### config.mk
export PLATFORM = sky130hd
export DESIGN_NAME = uart_tx_sched
export DESIGN_NICKNAME = d
export VERILOG_FILES = /design/src/rtl/uart_tx_sched_pkg.sv /design/src/rtl/uart_tx_sched_rr_pick.sv /design/src/rtl/uart_tx_sched.sv
export SDC_FILE = /design/constraint.sdc
export NUM_CORES = 1
export LEC_CHECK = 0
export CORE_MARGIN = 2
export CORE_UTILIZATION = 44
export DETAILED_ROUTE_END_ITERATION = 12
export GPL_TIMING_DRIVEN = 1
export PLACE_DENSITY_LB_ADDON = 0.05
export SYNTH_ARGS = -nofsm -noshare
export SYNTH_HDL_FRONTEND = slang
export SYNTH_SLANG_ARGS = --single-unit
### constraint.sdc
create_clock -name clk -period 2.57 [get_ports clk]
set_input_delay 0.514 -clock clk [delete_from_list [all_inputs] [get_ports clk]]
set_output_delay 0.514 -clock clk [all_outputs]
set_load 0.01 [all_outputs]
### src/rtl/uart_tx_sched_pkg.sv
// Shared UART definitions: scheduler state encoding, frame-config field
// positions and the default launch timeout.
package uart_tx_sched_pkg;

  typedef enum logic [1:0] {
    ST_IDLE      = 2'd0,
    ST_LAUNCH    = 2'd1,
    ST_WAIT_BUSY = 2'd2,
    ST_WAIT_DONE = 2'd3
  } state_e;

  // Frame config word: {stop_sel, parity_en, parity_even, data_len[1:0]}
  localparam int CFG_W       = 5;
  localparam int CFG_STOP    = 4;
  localparam int CFG_PEN     = 3;
  localparam int CFG_PEVEN   = 2;
  localparam int CFG_LEN_MSB = 1;
  localparam int CFG_LEN_LSB = 0;

  localparam int DEFAULT_TIMEOUT = 64;

  // Grant index width covers the largest supported requester count
  localparam int GNT_W   = 3;
  localparam int MAX_REQ = 8;

  // Total line bits of one frame: start + (5+len) data + optional parity + 1/2 stop
  function automatic int cfg_frame_bits(input logic [CFG_W-1:0] cfg);
    return 1 + 5 + int'(cfg[CFG_LEN_MSB:CFG_LEN_LSB])
         + (cfg[CFG_PEN] ? 1 : 0) + (cfg[CFG_STOP] ? 2 : 1);
  endfunction

  // Parity bit for a frame: even parity makes the total count of ones even
  function automatic logic cfg_parity_bit(input logic [7:0] data,
                                          input logic [CFG_W-1:0] cfg);
    return cfg[CFG_PEVEN] ? ^data : ~^data;
  endfunction

endpackage

### src/rtl/uart_tx_sched_rr_pick.sv
// Round-robin pick: first set request at or above ptr, else the first set
// request below ptr (wrap-around). Purely combinational.
module uart_tx_sched_rr_pick
  import uart_tx_sched_pkg::*;
#(
  parameter int NREQ = 4
) (
  input  logic [NREQ-1:0]  req_i,
  input  logic [GNT_W-1:0] ptr_i,
  output logic [GNT_W-1:0] idx_o,
  output logic             vld_o
);

  // Two descending scans so the lowest index wins; the upper region overrides the wrapped one
  always_comb begin
    idx_o = '0;
    vld_o = 1'b0;
    for (int i = NREQ - 1; i >= 0; i--) begin
      if (req_i[i] && (i < int'(ptr_i))) begin
        idx_o = GNT_W'(i);
        vld_o = 1'b1;
      end
    end
    for (int i = NREQ - 1; i >= 0; i--) begin
      if (req_i[i] && (i >= int'(ptr_i))) begin
        idx_o = GNT_W'(i);
        vld_o = 1'b1;
      end
    end
  end

endmodule

### src/rtl/uart_tx_sched.sv
// UART transmit scheduler: arbitrates NREQ requesters round-robin onto one
// UART core, launches each frame, and reports completion (ack) or a launch
// timeout (err) back to the granted requester.
module uart_tx_sched
  import uart_tx_sched_pkg::*;
#(
  parameter int NREQ    = 4,
  parameter int TIMEOUT = DEFAULT_TIMEOUT
) (
  input  logic                  clk,
  input  logic                  rst_n,
  input  logic [NREQ-1:0]       req,
  input  logic [8*NREQ-1:0]     req_data,
  input  logic [CFG_W*NREQ-1:0] req_cfg,
  output logic [NREQ-1:0]       ack,
  output logic [NREQ-1:0]       err,
  output logic                  tx_req,
  output logic [7:0]            tx_data,
  output logic [CFG_W-1:0]      tx_cfg,
  input  logic                  tx_busy,
  output logic [GNT_W-1:0]      gnt_id,
  output logic                  sched_busy
);

  localparam int TW = $clog2(TIMEOUT) + 1;
  localparam logic [TW-1:0] TIMER_MAX = '1;

  state_e            state_q, state_d;
  logic [TW-1:0]     timer_q, timer_d;
  logic [GNT_W-1:0]  ptr_q, ptr_d;
  logic [GNT_W-1:0]  gnt_q, gnt_d;
  logic [7:0]        data_q, data_d;
  logic [CFG_W-1:0]  cfg_q, cfg_d;
  logic [NREQ-1:0]   ack_q, ack_d;
  logic [NREQ-1:0]   err_q, err_d;

  logic [GNT_W-1:0]  pick_idx;
  logic              pick_vld;
  logic [GNT_W-1:0]  next_ptr;
  logic              pulse_now;

  // Per-requester slices padded to MAX_REQ so a 3-bit grant index addresses them exactly
  logic [7:0]        data_arr [MAX_REQ];
  logic [CFG_W-1:0]  cfg_arr  [MAX_REQ];

  for (genvar gi = 0; gi < MAX_REQ; gi++) begin : g_slice
    if (gi < NREQ) begin : g_used
      assign data_arr[gi] = req_data[8*gi +: 8];
      assign cfg_arr[gi]  = req_cfg[CFG_W*gi +: CFG_W];
    end else begin : g_pad
      assign data_arr[gi] = '0;
      assign cfg_arr[gi]  = '0;
    end
  end

  uart_tx_sched_rr_pick #(
    .NREQ (NREQ)
  ) u_rr_pick (
    .req_i (req),
    .ptr_i (ptr_q),
    .idx_o (pick_idx),
    .vld_o (pick_vld)
  );

  // Pointer moves just past the finished grant, wrapping at NREQ-1
  assign next_ptr  = (gnt_q == GNT_W'(NREQ - 1)) ? '0 : gnt_q + 1'b1;
  // While an ack/err is on the wires the block stays idle one extra cycle
  assign pulse_now = (|ack_q) | (|err_q);

  // State register
  always_ff @(posedge clk or negedge rst_n) begin
    if (!rst_n) begin
      state_q <= ST_IDLE;
    end else begin
      state_q <= state_d;
    end
  end

  // Next-state and datapath next values
  always_comb begin
    state_d = state_q;
    timer_d = timer_q;
    ptr_d   = ptr_q;
    gnt_d   = gnt_q;
    data_d  = data_q;
    cfg_d   = cfg_q;
    ack_d   = '0;
    err_d   = '0;
    unique case (state_q)
      ST_IDLE: begin
        // A busy core in IDLE is a foreign frame: hold off granting
        if (pick_vld && !tx_busy && !pulse_now) begin
          gnt_d   = pick_idx;
          data_d  = data_arr[pick_idx];
          cfg_d   = cfg_arr[pick_idx];
          state_d = ST_LAUNCH;
        end
      end
      ST_LAUNCH: begin
        timer_d = '0;
        state_d = ST_WAIT_BUSY;
      end
      ST_WAIT_BUSY: begin
        if (tx_busy) begin
          state_d = ST_WAIT_DONE;
        end else begin
          if (timer_q != TIMER_MAX) begin
            timer_d = timer_q + TW'(1);
          end
          // err is registered, so fire when the incremented count hits TIMEOUT-1
          if (int'(timer_q) + 1 >= TIMEOUT - 1) begin
            err_d   = NREQ'(1) << gnt_q;
            ptr_d   = next_ptr;
            state_d = ST_IDLE;
          end
        end
      end
      ST_WAIT_DONE: begin
        if (!tx_busy) begin
          ack_d   = NREQ'(1) << gnt_q;
          ptr_d   = next_ptr;
          state_d = ST_IDLE;
        end
      end
      default: state_d = ST_IDLE;
    endcase
  end

  // Datapath and pulse registers
  always_ff @(posedge clk or negedge rst_n) begin
    if (!rst_n) begin
      timer_q <= '0;
      ptr_q   <= '0;
      gnt_q   <= '0;
      data_q  <= '0;
      cfg_q   <= '0;
      ack_q   <= '0;
      err_q   <= '0;
    end else begin
      timer_q <= timer_d;
      ptr_q   <= ptr_d;
      gnt_q   <= gnt_d;
      data_q  <= data_d;
      cfg_q   <= cfg_d;
      ack_q   <= ack_d;
      err_q   <= err_d;
    end
  end

  // Moore outputs decoded from the current state
  always_comb begin
    tx_req     = (state_q == ST_LAUNCH);
    sched_busy = (state_q != ST_IDLE);
  end

  assign ack     = ack_q;
  assign err     = err_q;
  assign tx_data = data_q;
  assign tx_cfg  = cfg_q;
  assign gnt_id  = gnt_q;

endmodule

# Word level (Yosys, flattened, before mapping)
# Index checks and enable logic that the tools add are counted.
[word_totals] ff_bits=36 input_bits=59 output_inout_bits=26 elab_cells=97
[classes] n_addsub=3 magnitude_cmp=10 n_eq_ne=11 shift=1 mux=40 bitwise=2 n_reduce_logical=22
[ops] cell="8-bit binary-select mux with 3-bit select" n=1
[ops] cell="2-bit two-way mux" n=12
[ops] cell="4-bit two-way mux" n=5
[ops] cell="8-bit two-way mux" n=2
[ops] cell="5-bit binary-select mux with 3-bit select" n=1
[ops] cell="7-bit two-way mux" n=2
[ops] cell="7-bit case mux with 2 select lines" n=1
[ops] cell="3-bit two-way mux" n=4
[ops] cell="1-bit logical AND" n=10
[ops] cell="5-bit two-way mux" n=2
[ops] cell="2-bit != test, second input constant" n=5
[ops] cell="7-bit by 1-bit adder with 8-bit output, second input constant" n=1
[ops] cell="8-bit by 6-bit greater-or-equal comparator with 1-bit output, second input constant" n=1
[ops] cell="1-bit two-way mux" n=8
[ops] cell="2-bit case mux with 4 select lines" n=1
[ops] cell="4-bit OR reduction" n=2
[ops] cell="7-bit by 1-bit adder with 7-bit output, second input constant" n=1
[ops] cell="7-bit != test, second input constant" n=1
[ops] cell="1-bit by 3-bit greater-or-equal comparator with 1-bit output, first input constant" n=2
[ops] cell="2-bit by 3-bit greater-or-equal comparator with 1-bit output, first input constant" n=2
[ops] cell="1-bit by 3-bit < comparator with 1-bit output, first input constant" n=2
[ops] cell="2-bit by 3-bit < comparator with 1-bit output, first input constant" n=2
[ops] cell="3-bit case mux with 2 select lines" n=1
[ops] cell="3-bit AND reduction" n=2
[ops] cell="other kinds (14)" n=18

# Longest topological paths before layout
[depth] word_depth=14 ltp_mapped=9

# Modules after synthesis
# A second synthesis with hierarchy kept.
[hier_totals] cells_unflattened=216 hier_area_um2=2289.7
[by_module_without_submodules] module="uart_tx_sched" instances=1 cells_per_inst=198 area_each_um2=2175.8
[by_module_without_submodules] module="uart_tx_sched_rr_pick" instances=1 cells_per_inst=18 area_each_um2=113.9

# Least setup slack after synthesis
# Ideal clock, no wire load.
[synth_timing] path_kind="input port to flip-flop" from="input tx_busy" to="register cfg_q[0], in the netlist tx_cfg[0]" setup_time_ns=0.086 arrival_ns=1.938 required_ns=2.484 slack_ns=0.546 path_stages=8 cell_sequence="buf_6 > nor4_4 > nand4_1 > or2_1 > buf_6 > or2_4 > buf_6 > o221ai_2"
[synth_via] elab_chain_cells=4
[synth_rtl] item="start: declaration" line_no="uart_tx_sched.sv:20" source="input logic tx_busy,"
[synth_rtl] item="1-bit zero test"
[synth_rtl] item="1-bit logical AND (2 in series)" line_no="uart_tx_sched.sv:92" source="if (pick_vld && !tx_busy && !pulse_now) begin"
[synth_rtl] item="2-bit AND reduction (no source line)"
[synth_rtl] item="end signal: assignment" line_no="uart_tx_sched.sv:144" source="cfg_q <= cfg_d;"
[synth_rtl] item="end: declaration" line_no="uart_tx_sched.sv:33" source="logic [CFG_W-1:0] cfg_q, cfg_d;"
# Every way passes these cells.
# A chain may end at the register's enable or synchronous reset.

# Worst setup path in the final report
[layout_timing] from="register state_q[1]" to="output sched_busy"
[layout_via] elab_chain_cells=1
[layout_rtl] item="start: declaration" line_no="uart_tx_sched.sv:28" source="state_e state_q, state_d;"
[layout_rtl] item="start signal: assignment" line_no="uart_tx_sched.sv:75" source="state_q <= state_d;"
[layout_rtl] item="2-bit nonzero test" line_no="uart_tx_sched.sv:153" source="sched_busy = (state_q != ST_IDLE);"
[layout_rtl] item="end: declaration" line_no="uart_tx_sched.sv:22" source="output logic sched_busy"
# Every way passes these cells.

==> run_results.csv <==
group,metric,value,unit
placed_design,portBuffers,83,
timing,clock-skew-final,9.02,ps
yosys,synth_top_family_by_area,"compound AO/OA/AOI/OAI gates",
worst_setup_path,worst-path-buf-inv,3,
flow_run,timing.max_cap.violations,0,
timing,min_period_over_period,85.1,%
worst_setup_path,critPathMaxFanout,6,
min_path,min_path_type,"reg -> reg",
worst_setup_path,cpMaxStageDelayCell,"clkdlybuf4s50_1",
yosys,ys_seq_area_share,39.7,%
placed_design,placed_cell_area,3070,um^2
timing,grt_setup_unrepaired,"false",
route,num_vias,1845,
timing,fmax,0.457,GHz
timing,maxSlewHeadroom,57.7,%
power_and_ir_drop,powerDensity,867,nW/um^2
worst_setup_path,cp_top_family,"buffers and inverters",
yosys,yosysTopAreaCell,"dfrtp_1",
yosys,ys.flop_type,"dfrtp_1",
timing,maxSlewViolCount,0,
cts,cts_hold_buf,0,
worst_setup_path,setup.worst_path.end_class,"output pin",
global_routing,grt_pass1_vias,1689,
layout,multi_input_area,1160,um^2
global_routing,antenna_found_initial,0,
yosys,synth_edf_count,0,
route,vias_per_cell,5.03,
power_and_ir_drop,peakVddDrop,0.488,mV
timing,period_needed,2190,ps
worst_setup_path,worstPathArrival,1670,ps
global_routing,grt_usage,19.0,%
floorplanning,coreArea,4720,um^2
cts,cts_buffers,5,
floorplanning,ios,85,
cts,clockBufferDepth,2,
placed_design,dpl.hpwl,3.87,mm
run_status,status,"finished clean",
route,wl,4.93,mm
yosys,synth_fp_nets,282,
layout,seq_area,851,um^2
yosys,ys_async_sr_fraction,100,%
yosys,synth_adder_area_share,6.42,%
yosys,synthCells,212,
timing,finalSetupTns,0,ps
worst_setup_path,r2r_setup_slack,530,ps
floorplanning,die_h,73.8,um
timing,whs,496,ps
yosys,synth_seq_cells,34,
worst_setup_path,crit_path_start_kind,"flip-flop",
route,dr.pass1.iters,4,
worst_setup_path,crit_top_cell,"inv_1",
floorplanning,initial_core_util,45.4,%
global_routing,grt_max_degree,35,
worst_setup_path,cpPeakStageDelay,530,ps
cts,post_cts_buffers,0,
yosys,synthTopCellsByArea,"dfrtp_1 (40%), mux2i_1 (12%), o221ai_2 (7.0%)",
yosys,synth_compound_area_share,17.3,%
route,antenna_left,0,
layout,fin_area,3190,um^2
global_routing,grt-ovfl-total,0,
cts,htree_levels,2,
yosys,yosysTopAreaCellShare,39.7,%
timing,worstMarginPinSlew,625,ps
cts,clkLatencyLatePin,290,ps
cts,cts.sinks,34,
layout,antennaDiodeCount,0,
yosys,synthMuxAreaShare,13.2,%
layout,n_fill_cell,394,
cts,cts_tree,"built",
yosys,synth.avg_cell_area,10.1,um^2
timing,hold_viol_final,0,
worst_setup_path,required,2060,ps
route,route.detailed.drc,0,
floorplanning,chipWidth,73.8,um
cts,cts_resized,0,
cts,clk_pin_slew,80,ps
yosys,netlist_area,2140,um^2
placed_design,place_congestion,0.797,
layout,nets,369,
yosys,synth_cell_type_count,43,
worst_setup_path,worstPathCellList,"inv_1 > ha_1 > inv_1 > clkdlybuf4s50_1",
yosys,synth_xor_area_share,0.817,%
route,wl_per_cell,13.4,um
floorplanning,rows,25,
route,initialDrtViolationCount,33,
layout,final_layout_size_suffix_gt1_share,10.7,%
global_routing,grt_pass1_wl,7.82,mm
floorplanning,die_area,5450,um^2
cts,cts_root_buffer,"clkbuf_8",
yosys,yosysWarnings,0,
worst_setup_path,crit_type,"reg -> out",
timing,setup_viol,0,
yosys,yosys.area_share.simple,16.3,%
layout,area_delta_synth_final,48.7,%
power_and_ir_drop,p_leak,1.41,nW
## worst paths after layout
path,start,to,cells after the start
worst max register to register,timer_q[1]$_DFFE_PN0P_,timer_q[3]$_DFFE_PN0P_,7
max in group asynchronous,rst_n,tx_data[2]$_DFFE_PN0P_,2
worst min register to register,tx_data[6]$_DFFE_PN0P_,tx_data[6]$_DFFE_PN0P_,2
worst max-delay path,state_q[1]$_DFFE_PN0P_,sched_busy,4
worst min-delay path,tx_data[6]$_DFFE_PN0P_,tx_data[6]$_DFFE_PN0P_,2
min in group asynchronous,rst_n,state_q[0]$_DFFE_PN0P_,2
## placed cells by master, fill, tap and decap left out, types with 2 or more instances in the layout
master	Yosys	layout
nor3_1	6	6
and2_1	9	9
a21oi_1	10	10
buf_4	3	8
nand2b_1	3	3
nand2_1	28	28
mux2_2	2	2
nor2_1	7	7
clkdlybuf4s50_1	0	83
a31oi_1	3	3
inv_1	12	12
or4_1	2	2
o221ai_1	5	5
o21ai_0	4	4
ha_1	11	11
o211ai_1	2	2
buf_12	0	2
mux2i_1	26	26
nand3_1	4	4
clkbuf_8	0	5
clkinvlp_4	0	2
o221ai_2	10	10
dfrtp_1	34	34
xor2_1	2	2
## cell type report
| cell class | count | area share (%) |
|---|---|---|
| Clock buffer | 5 | 2.16 |
| Clock inverter | 3 | 1.41 |
| Inverter | 12 | 1.41 |
| Multi-Input combinational cell | 153 | 36.5 |
| Sequential cell | 34 | 26.7 |
| Tap cell | 67 | 2.63 |
| Timing Repair Buffer | 93 | 29.2 |
## power breakdown
group	switching, mW	leakage (nW)	total [mW]	internal (mW)
logic	0.682	0.917	1.43	0.746
registers	0.143	0.443	0.844	0.701
clock network	0.203	0.0504	0.492	0.288
## sequential cells by signal, summed over array words and instances (netlist names)
signal / flops
timer_q: 7
ptr_q: 2
state_q: 2
tx_data: 8
tx_cfg: 5
err: 4
ack: 4
gnt_id: 2
## worst register-to-register path, stage by stage (launching register included)
cell and delay [ps]:
dfrtp_1 420, ha_1 260, nand3_1 140, o311ai_1 600, buf_4 270, nor3_1 50
a21oi_1 110, o21ai_0 80
## synth_stat cells (all sizes together) (3+ instances only)
| cell type | instances |
|---|---|
| o221ai | 15 |
| nand2 | 28 |
| a31oi | 3 |
| clkbuf | 4 |
| nand3 | 4 |
| and2 | 9 |
| dfrtp | 34 |
| nor2 | 7 |
| nor3 | 6 |
| o21ai | 4 |
| nand2b | 3 |
| buf | 9 |
| mux2i | 26 |
| a21oi | 10 |
| ha | 11 |
| inv | 12 |
## metal layers
metal / routed length, um / global-route usage (%) / vias to the layer above
met4: 54 / 5.45 / 0
met5: 0 / 0 / -
met3: 271 / 6.04 / 5
met2: 2520 / 31.5 / 48
li1: - / - / 937
met1: 2090 / 23.5 / 855
## logic make-up (layout without fill, tap and decap cells)
| family | after synthesis | after routing |
|---|---|---|
| fa+ha+maj | 11 | 11 |
| simple gates | 68 | 68 |
| mux | 28 | 28 |
| flops | 34 | 34 |
| buf+inv | 25 | 113 |
| compound gates | 43 | 43 |
| other cells | 1 | 1 |
| xor+xnor | 2 | 2 |
## per-stage QoR
| stage | worst slack, ps | cells | utilization [%] | power, mW |
|---|---|---|---|---|
| after global routing | 281 | 367 | 67.5 | 2.97 |
| after global placement | 145 | 359 | 65.1 | 2.27 |
| after detailed placement | 114 | 359 | 65.1 | 2.30 |
| final | 383 | 367 | 67.5 | 2.76 |
| after floorplan | 546 | 212 | - | 1.70 |
| after CTS | 373 | 367 | 67.5 | 2.80 |
No activity file was read; power rests on OpenSTA's default activity.
